**src/rtl/pipelined_array_mult.sv**
```systemverilog
// Pipelined carry-save array multiplier with valid/ready flow control and an in-flight counter.
// Define PIPELINED_ARRAY_MULT_SIGNED_EN to build in Baugh-Wooley signed support selected per operation by sgn.

module pam_row #(
    parameter int WIDTH = 8,
    parameter int ROW   = 0
) (
    input  logic [2*WIDTH-1:0] s,
    input  logic [2*WIDTH-1:0] c,
    input  logic [WIDTH-1:0]   a,
    input  logic               xb,
    input  logic               sg,
    output logic [2*WIDTH-1:0] s_o,
    output logic [2*WIDTH-1:0] c_o
);
    logic [2*WIDTH-1:0] pp;
    logic [2*WIDTH-1:0] cy;

    // Signed rows flip the MSB-column bits; the last row flips all but its MSB.
    always_comb begin
        pp = '0;
        for (int j = 0; j < WIDTH; j++)
            pp[ROW+j] = (a[j] & xb) ^ (sg && ((j == WIDTH-1) != (ROW == WIDTH-1)));
    end

    assign s_o = s ^ c ^ pp;
    assign cy  = (s & c) | (s & pp) | (c & pp);
    assign c_o = {cy[2*WIDTH-2:0], 1'b0};
endmodule

module pipelined_array_mult #(
    parameter int WIDTH  = 8,
    parameter int STAGES = 2
) (
    input  logic                        clk,
    input  logic                        rst,
    input  logic                        in_valid,
    output logic                        in_ready,
    input  logic [WIDTH-1:0]            a,
    input  logic [WIDTH-1:0]            x,
    input  logic                        sgn,
    output logic                        out_valid,
    input  logic                        out_ready,
    output logic [2*WIDTH-1:0]          prod,
    output logic [$clog2(STAGES+1)-1:0] inflight
);
    localparam int PW = 2*WIDTH;
    localparam int CW = $clog2(STAGES+1);

    typedef struct packed {
`ifdef PIPELINED_ARRAY_MULT_SIGNED_EN
        logic             sg;
`endif
        logic [WIDTH-1:0] a;
        logic [WIDTH-1:0] x;
        logic [PW-1:0]    s;
        logic [PW-1:0]    c;
    } node_t;

    // Returns the stage index whose register sits in front of row r, or 0 if none.
    function automatic int stage_at(int r);
        for (int k = 1; k < STAGES; k++)
            if ((k*WIDTH)/STAGES == r) return k;
        return 0;
    endfunction

    node_t               head;
    node_t [WIDTH-1:0]   rout;
    logic  [STAGES:1]    vld_pipe;
    logic  [STAGES:0]    vld_next;
    logic                adv, acc, dlv;
    logic  [PW-1:0]      sum;

    assign out_valid = vld_pipe[STAGES];
    assign adv       = !(out_valid && !out_ready);
    assign in_ready  = adv;
    assign acc       = in_valid && adv;
    assign dlv       = out_valid && out_ready;
    assign vld_next  = {vld_pipe, acc};

    always_comb begin
        head   = '0;
        head.a = a;
        head.x = x;
`ifdef PIPELINED_ARRAY_MULT_SIGNED_EN
        head.sg = sgn;
        if (sgn) begin
            head.s[WIDTH] = 1'b1;
            head.s[PW-1]  = 1'b1;
        end
`endif
    end

    for (genvar r = 0; r < WIDTH; r++) begin : g_row
        node_t src;
        logic  sg_r;
        if (r == 0) begin : g_head
            assign src = head;
        end else if (stage_at(r) != 0) begin : g_reg
            node_t q;
            always_ff @(posedge clk)
                if (adv) q <= rout[r-1];
            assign src = q;
        end else begin : g_wire
            assign src = rout[r-1];
        end
`ifdef PIPELINED_ARRAY_MULT_SIGNED_EN
        assign sg_r       = src.sg;
        assign rout[r].sg = src.sg;
`else
        assign sg_r = 1'b0;
`endif
        pam_row #(.WIDTH(WIDTH), .ROW(r)) u_row (
            .s(src.s), .c(src.c), .a(src.a), .xb(src.x[0]), .sg(sg_r),
            .s_o(rout[r].s), .c_o(rout[r].c)
        );
        assign rout[r].a = src.a;
        assign rout[r].x = src.x >> 1;
    end

    // Final carry-propagate row.
    always_comb begin
        logic cy;
        cy  = 1'b0;
        sum = '0;
        for (int p = 0; p < PW; p++) begin
            sum[p] = rout[WIDTH-1].s[p] ^ rout[WIDTH-1].c[p] ^ cy;
            cy     = (rout[WIDTH-1].s[p] & rout[WIDTH-1].c[p]) |
                     (cy & (rout[WIDTH-1].s[p] ^ rout[WIDTH-1].c[p]));
        end
    end

    always_ff @(posedge clk) begin
        if (rst) begin
            vld_pipe <= '0;
            prod     <= '0;
            inflight <= '0;
        end else begin
            if (adv) begin
                vld_pipe <= vld_next[STAGES-1:0];
                prod     <= sum;
            end
            if (acc && !dlv)
                inflight <= inflight + CW'(1);
            else if (dlv && !acc)
                inflight <= inflight - CW'(1);
        end
    end
endmodule

```
**config.mk**
```make
export PLATFORM = sky130hd
export DESIGN_NAME = pipelined_array_mult
export DESIGN_NICKNAME = d
export VERILOG_FILES = /design/src/rtl/pipelined_array_mult.sv
export SDC_FILE = /design/constraint.sdc
export NUM_CORES = 1
export LEC_CHECK = 0
export CELL_PAD_IN_SITES_DETAIL_PLACEMENT = 1
export CELL_PAD_IN_SITES_GLOBAL_PLACEMENT = 1
export CORE_AREA = 3 3 90 92
export DETAILED_ROUTE_END_ITERATION = 7
export DIE_AREA = 0 0 93 95
export GPL_TIMING_DRIVEN = 0
export PLACE_DENSITY_LB_ADDON = 0.05
export SETUP_SLACK_MARGIN = 0.15
export SYNTH_ARGS = -nofsm -noshare
export SYNTH_HDL_FRONTEND = slang
export SYNTH_SLANG_ARGS = --single-unit
```
**constraint.sdc**
```tcl
create_clock -name clk -period 7.5 [get_ports clk]
set_clock_uncertainty 0.1 [all_clocks]
set_input_delay 1.125 -clock clk [delete_from_list [all_inputs] [get_ports clk]]
set_output_delay 1.125 -clock clk [all_outputs]
set_load 0.02 [all_outputs]
```
### Word level (Yosys, flattened, before mapping)

Cells that the tools add are included.

| word-level totals | value |
|---|---|
| bits in registers | 54 |
| bits of input ports | 21 |
| output and inout bits | 20 |
| logic and storage cells | 198 |

| operators by class | value |
|---|---|
| add/sub/neg operators | 2 |
| muxes and demuxes | 2 |
| bitwise gates (word level) | 177 |
| reduce and logical (&&, ||, !) cells | 10 |

Operators by type and width:

| kind | number |
|---|---|
| 15-bit OR | 7 |
| 1-bit AND | 91 |
| 15-bit AND | 5 |
| 16-bit bitwise XOR | 2 |
| 15-bit by 13-bit AND with 15-bit output | 2 |
| 15-bit by 14-bit AND with 15-bit output | 2 |
| 1-bit bitwise XOR | 29 |
| 11-bit by 12-bit AND with 12-bit output | 2 |
| 10-bit by 11-bit AND with 11-bit output | 2 |
| 11-bit OR | 2 |
| 9-bit by 10-bit AND with 10-bit output | 2 |
| 10-bit OR | 2 |
| 12-bit by 16-bit bitwise XOR with 16-bit output | 1 |
| 16-bit by 13-bit bitwise XOR with 16-bit output | 1 |
| 16-bit by 14-bit bitwise XOR with 16-bit output | 1 |
| 16-bit by 15-bit bitwise XOR with 16-bit output | 1 |
| 15-bit by 12-bit OR with 15-bit output | 1 |
| 1-bit OR | 13 |
| 12-bit AND | 1 |
| 11-bit by 12-bit bitwise XOR with 12-bit output | 1 |
| 12-bit bitwise XOR | 1 |
| 11-bit AND | 1 |
| 10-bit by 11-bit bitwise XOR with 11-bit output | 1 |
| 11-bit bitwise XOR | 1 |
| 11 further kinds | 19 |

### Logic depth before layout (Yosys ltp)

| logic depth | value |
|---|---|
| depth after elaboration | 41 |
| mapped depth | 22 |
| mapped depth without buffers | 22 |

### Modules after synthesis

Synthesis repeated with hierarchy kept, for this count alone.

| unflattened totals | value |
|---|---|
| cells, all modules | 640 |
| area total of the unflattened synthesis | 5918.2 sq um |

By module, submodules not included:

| module | instances | cells an instance | area each (sq um) | sequential area each (sq um) |
|---|---|---|---|---|
| pam_row (g_row[0].u_row ...) | 7 | 60 | 431.7 | 0.0 |
| pipelined_array_mult | 1 | 153 | 2407.3 | 1721.7 |
| pam_row (g_row[7].u_row) | 1 | 67 | 489.2 | 0.0 |

### Least setup slack after synthesis

No wires, ideal clock.

| path | value |
|---|---|
| path kind | register to register |
| from | register g_row[4].g_reg.q[32] in the netlist's numbering |
| to | register prod[14] |
| setup time | 0.132 ns |
| data arrival time | 4.978 ns |
| required time | 7.268 ns |
| slack | 2.290 ns |
| stages on the path, launching flop included | 21 |
| path buffers | 0 |
| clock period less this slack | 5.210 ns |
| cell sequence | edfxtp_1 > and2_1 > fa_1 > fa_1 > fa_1 > inv_1 > fa_1 > inv_1 > ha_1 > inv_1 > fa_1 > fa_1 > inv_1 > fa_1 > inv_1 > fa_1 > inv_1 > fa_1 > fa_1 > nand2_1 > a21oi_1 |

| between the ends | value |
|---|---|
| word-level cells in the longest chain between the ends | 30 |
| elaborated cells between the ends (all ways) | 76 |
| those cells by class | bitwise (76) |

RTL lines:

| element | line | RTL |
|---|---|---|
| from (decl) | 100 | `node_t q;` |
| from (signal assigned) | 102 | `if (adv) q <= rout[r-1];` |
| 1-bit AND | 23 | `pp[ROW+j] = (a[j] & xb) ^ (sg && ((j == WIDTH-1) != (ROW == WIDTH-1)));` |
| 12-bit bitwise XOR / 11-bit by 12-bit AND with 12-bit output (equally long branches) | 26, 27 |  |
| 12-bit by 16-bit bitwise XOR with 16-bit output / 15-bit OR (equally long branches) | 26, 27 |  |
| 16-bit by 13-bit bitwise XOR with 16-bit output / 15-bit by 12-bit OR with 15-bit output (equally long branches) | 26, 27 |  |
| 16-bit bitwise XOR / 12-bit by 16-bit bitwise XOR with 16-bit output (equally long branches) | 26 | `assign s_o = s ^ c ^ pp;` |
| 16-bit by 14-bit bitwise XOR with 16-bit output / 16-bit by 13-bit bitwise XOR with 16-bit output (equally long branches) | 26 |  |
| 16-bit bitwise XOR | 26 |  |
| 16-bit by 15-bit bitwise XOR with 16-bit output / 16-bit by 14-bit bitwise XOR with 16-bit output (equally long branches) | 26 |  |
| [... 15 more ...] | - |  |
| 1-bit AND | 129 | `(cy & (rout[WIDTH-1].s[p] ^ rout[WIDTH-1].c[p]));` |
| 1-bit OR | 128 | `cy = (rout[WIDTH-1].s[p] & rout[WIDTH-1].c[p]) \|` |
| 1-bit AND | 129 |  |
| 1-bit OR | 128 |  |
| 1-bit AND | 129 |  |
| 1-bit OR | 128 |  |
| 1-bit bitwise XOR * | 127 | `sum[p] = rout[WIDTH-1].s[p] ^ rout[WIDTH-1].c[p] ^ cy;` |
| net sum[14] | 72 | `logic [PW-1:0] sum;` |
| to (signal assigned) | 141 | `prod <= sum;` |
| to (decl) | 44 | `output logic [2*WIDTH-1:0] prod,` |

Mark *: on every way through the listed nets, which the timed path passes. The rest lies on a longest branch.
A chain may end at the register's enable or synchronous reset.

### Worst setup path in the final report

Ends and elaborated chain as after synthesis.

==> metrics.md <==
| Metric | Value |
|---|---|
| Vias in the first global route | `2221` |
| Final setup TNS | `0 ns` |
| Via density | `4.62` |
| Via count | `2009` |
| Ys async rst share | `0` |
| Layout fillers | `818` |
| Remaining Overflow, GRT | `0` |
| Seq/Total Area, Yosys | `0.398` |
| Largest net degree at the start of global routing | `41` |
| Hold depth | `2` |
| Pwr/cell area | `~260 nW/um2` |
| Mapped Nets | `~370` |
| GRT Total Usage | `0.148` |
| Final Cycle Share | `0.733` |
| Global-route wire length before repair | `roughly 10000 um` |
| Iter 0 DRT Violations | `23` |
| Yosys warns | `0` |
| Reg clk slew, reported paths | `approximately 0.090 ns` |
| Max-cap violations | `0` |
| Most common cell in the netlist | `inv_1` |
| Post-synth top cells | `inv_1 (58), fa_1 (48), nand2_1 (48), and2_1 (39), edfxtp_1 (30)` |
| Drt drc | `0` |
| CP Max Fanout | `8` |
| WL final | `roughly 5700 um` |
| Placer Congestion | `approximately 0.74` |
| Full die area | `8840 um2` |
| Layout cell share with drive strength beyond 1 | `0.0536` |
| Reg2Reg Depth | `20` |
| Buffers on Ports | `37` |
| Starting density of the core | `0.448` |
| Top-area cell type share of the netlist area | `0.294` |
| Synth area leader | `fa_1` |
| Post-synth cell types | `19` |
| CP peak stage delay | `~0.51 ns` |
| PnR worst setup slack | `approximately 2.0 ns` |
| Final hold vios | `0` |
| Synth-to-Final Area Change | `17.7%` |
| Footprint of the multi-input gates | `around 1700 um2` |
| Worst skew pair latency | `between 0.3 and 0.4 ns` |
| Worst slew pin tran | `between 0.6 and 0.7 ns` |
| Register area | `about 1300 um2` |
| P_leak | `~1.7 nW` |
| Max H-tree Level | `2` |
| Antenna violations before repair | `0` |
| GR peak layer | `met2` |
| Status | `finished clean` |
| Clock Path Buffers | `2` |
| Postcts setup bufs | `0` |
| Met1 usage | `0.176` |
| Gate Count Post-Synth | `approximately 290` |
| Die Span Y | `95 um` |
| Post-DP HPWL | `4890 um` |
| # rows | `31` |
| First-pass iteration count of the detailed router | `4` |
| Nets | `roughly 410` |
| Hold-fix buffers, CTS | `0` |
| Pre-CTS WS | `just under 2 ns` |
| Hold Path Class | `flip-flop to flip-flop` |
| Final worst path period need | `approximately 5.5 ns` |
| WP data arrival | `5.57 ns` |
| Synth Register Bits | `50` |
| Post-synth EDFFs | `30` |
| Post-route cell area | `between 3000 and 4000 um2` |
| GR Util met2 | `0.266` |
| Crit-path cells | `and2_1 -> fa_1 -> fa_1 -> fa_1 -> inv_1 -> fa_1 -> inv_1 -> ha_1 -> inv_1 -> fa_1 -> fa_1 -> inv_1 -> fa_1 -> inv_1 -> fa_1 -> inv_1 -> fa_1 -> fa_1 -> nand2_1 -> a21oi_1` |
| Met3 usage | `0.0295` |
| Clock root cell | `clkbuf_8` |
| Crit start category | `flip-flop` |
| Crit. End Element | `flip-flop` |
| Syn_area_per_cell | `11.2 um2` |
| Number of CTS-inserted buffers | `5` |
| Die span in x | `93 um` |
| Crit path kind | `flip-flop to flip-flop` |
| Max-slew violation count | `0` |
| Avg WL per Cell | `roughly 13 um` |
| Synthesized cell area | `3270 um2` |
| Placed Area | `about 3800 um2` |
| RSZ-0062 raised after global routing | `no` |
| Critical path required time | `7.58 ns` |
| VDD IR max | `0.0849 mV` |
| # IOs | `slightly above 40` |
| Final antenna-violating net count | `0` |
| Diodes inserted | `0` |
| Final setup vio count | `0` |
| Most common cell on crit path | `fa_1` |
| Synth Flop Type | `edfxtp_1` |
| Synth top area cells | `fa_1 (29%), edfxtp_1 (28%), dfxtp_1 (12%)` |
| Fmax | `about 180 MHz` |
| Clk sinks | `50` |
| CP max stage cell | `fa_1` |
| CTS tree | `yes` |
| Post-CTS sizing | `0` |
| Core box area | `roughly 7300 um2` |
| Slew HR | `0.587` |
[metal layers]
layer	vias to the layer above	wire length (um)
met5	-	0
met4	0	82
met3	5	265
met2	40	2920
met1	1001	2470
li1	963	-
[placed cells by master (no fill, tap or decap)]
master,count
and2_1,39
clkinvlp_2,1
edfxtp_1,30
a21oi_1,12
a211oi_2,6
inv_2,1
fa_1,48
nor2_1,9
clkdlybuf4s50_1,37
clkbuf_8,5
dfxtp_1,20
buf_6,1
xor2_1,2
clkbuf_1,3
inv_1,58
nand2_1,48
clkinvlp_4,1
o21ai_0,1
buf_2,1
ha_1,9
or3_1,1
clkinv_1,1
buf_4,1
nor2b_4,1
[layout make-up]
class	instances	share of cell area
plain buffers	6	0.00911
flip-flops and latches	50	0.338
repair buffers	37	0.0963
multi-input cells	176	0.444
inverters	59	0.0576
clock inverters	3	0.00423
well taps	99	0.0322
clock buffers	5	0.0179
[through the flow]
stage               instances  utilization  total power [mW]  hold WS, ns
finish                    435        0.527             0.995        0.355
global route              435        0.527              1.10        0.370
CTS                       435        0.527              1.02        0.358
detailed placement        427        0.516             0.862        0.346
global placement          427        0.516             0.843        0.338
floorplan                 291            -             0.712        0.337
[power by group]
part           internal (mW)  total [mW]  switching (mW)
Sequential             0.348       0.378          0.0297
Combinational          0.223       0.463           0.240
Clock                 0.0637       0.154          0.0905
[worst max-delay path, delay by kind of cell, from the launching register on]
family | cells | cell delay (ns)
buf+inv | 6 | 0.39
compound gates | 1 | 0.06
fa+ha+maj | 11 | 4.04
flops | 1 | 0.50
simple gates | 2 | 0.27
[worst paths after layout]
| check | endpoint | slack [ns] | startpoint |
|---|---|---|---|
| min reg2reg | prod[15] | 0.36 | prod[15] |
| max reg2reg | prod[14] | 2.01 | g_row[4].g_reg.q[32] |
| max | prod[14] | 2.01 | g_row[4].g_reg.q[32] |
| min | prod[15] | 0.36 | prod[15] |
[sequential cells by signal, summed over array words and instances, names as in the netlist]
signal,cells
vld_pipe,2
prod,16
inflight,2
g_row.g_reg.q,30
[logic make-up (layout without fill, tap and decap cells)]
| logic type | Yosys count | in the layout | share of synthesized area |
|---|---|---|---|
| simple gates | 98 | 98 | 0.146 |
| buf+inv | 65 | 110 | 0.0785 |
| fa+ha+maj | 57 | 57 | 0.329 |
| flops | 50 | 50 | 0.398 |
| compound gates | 19 | 19 | 0.0429 |
| xor+xnor | 2 | 2 | 0.00536 |
(Power assumes the default switching activity.)
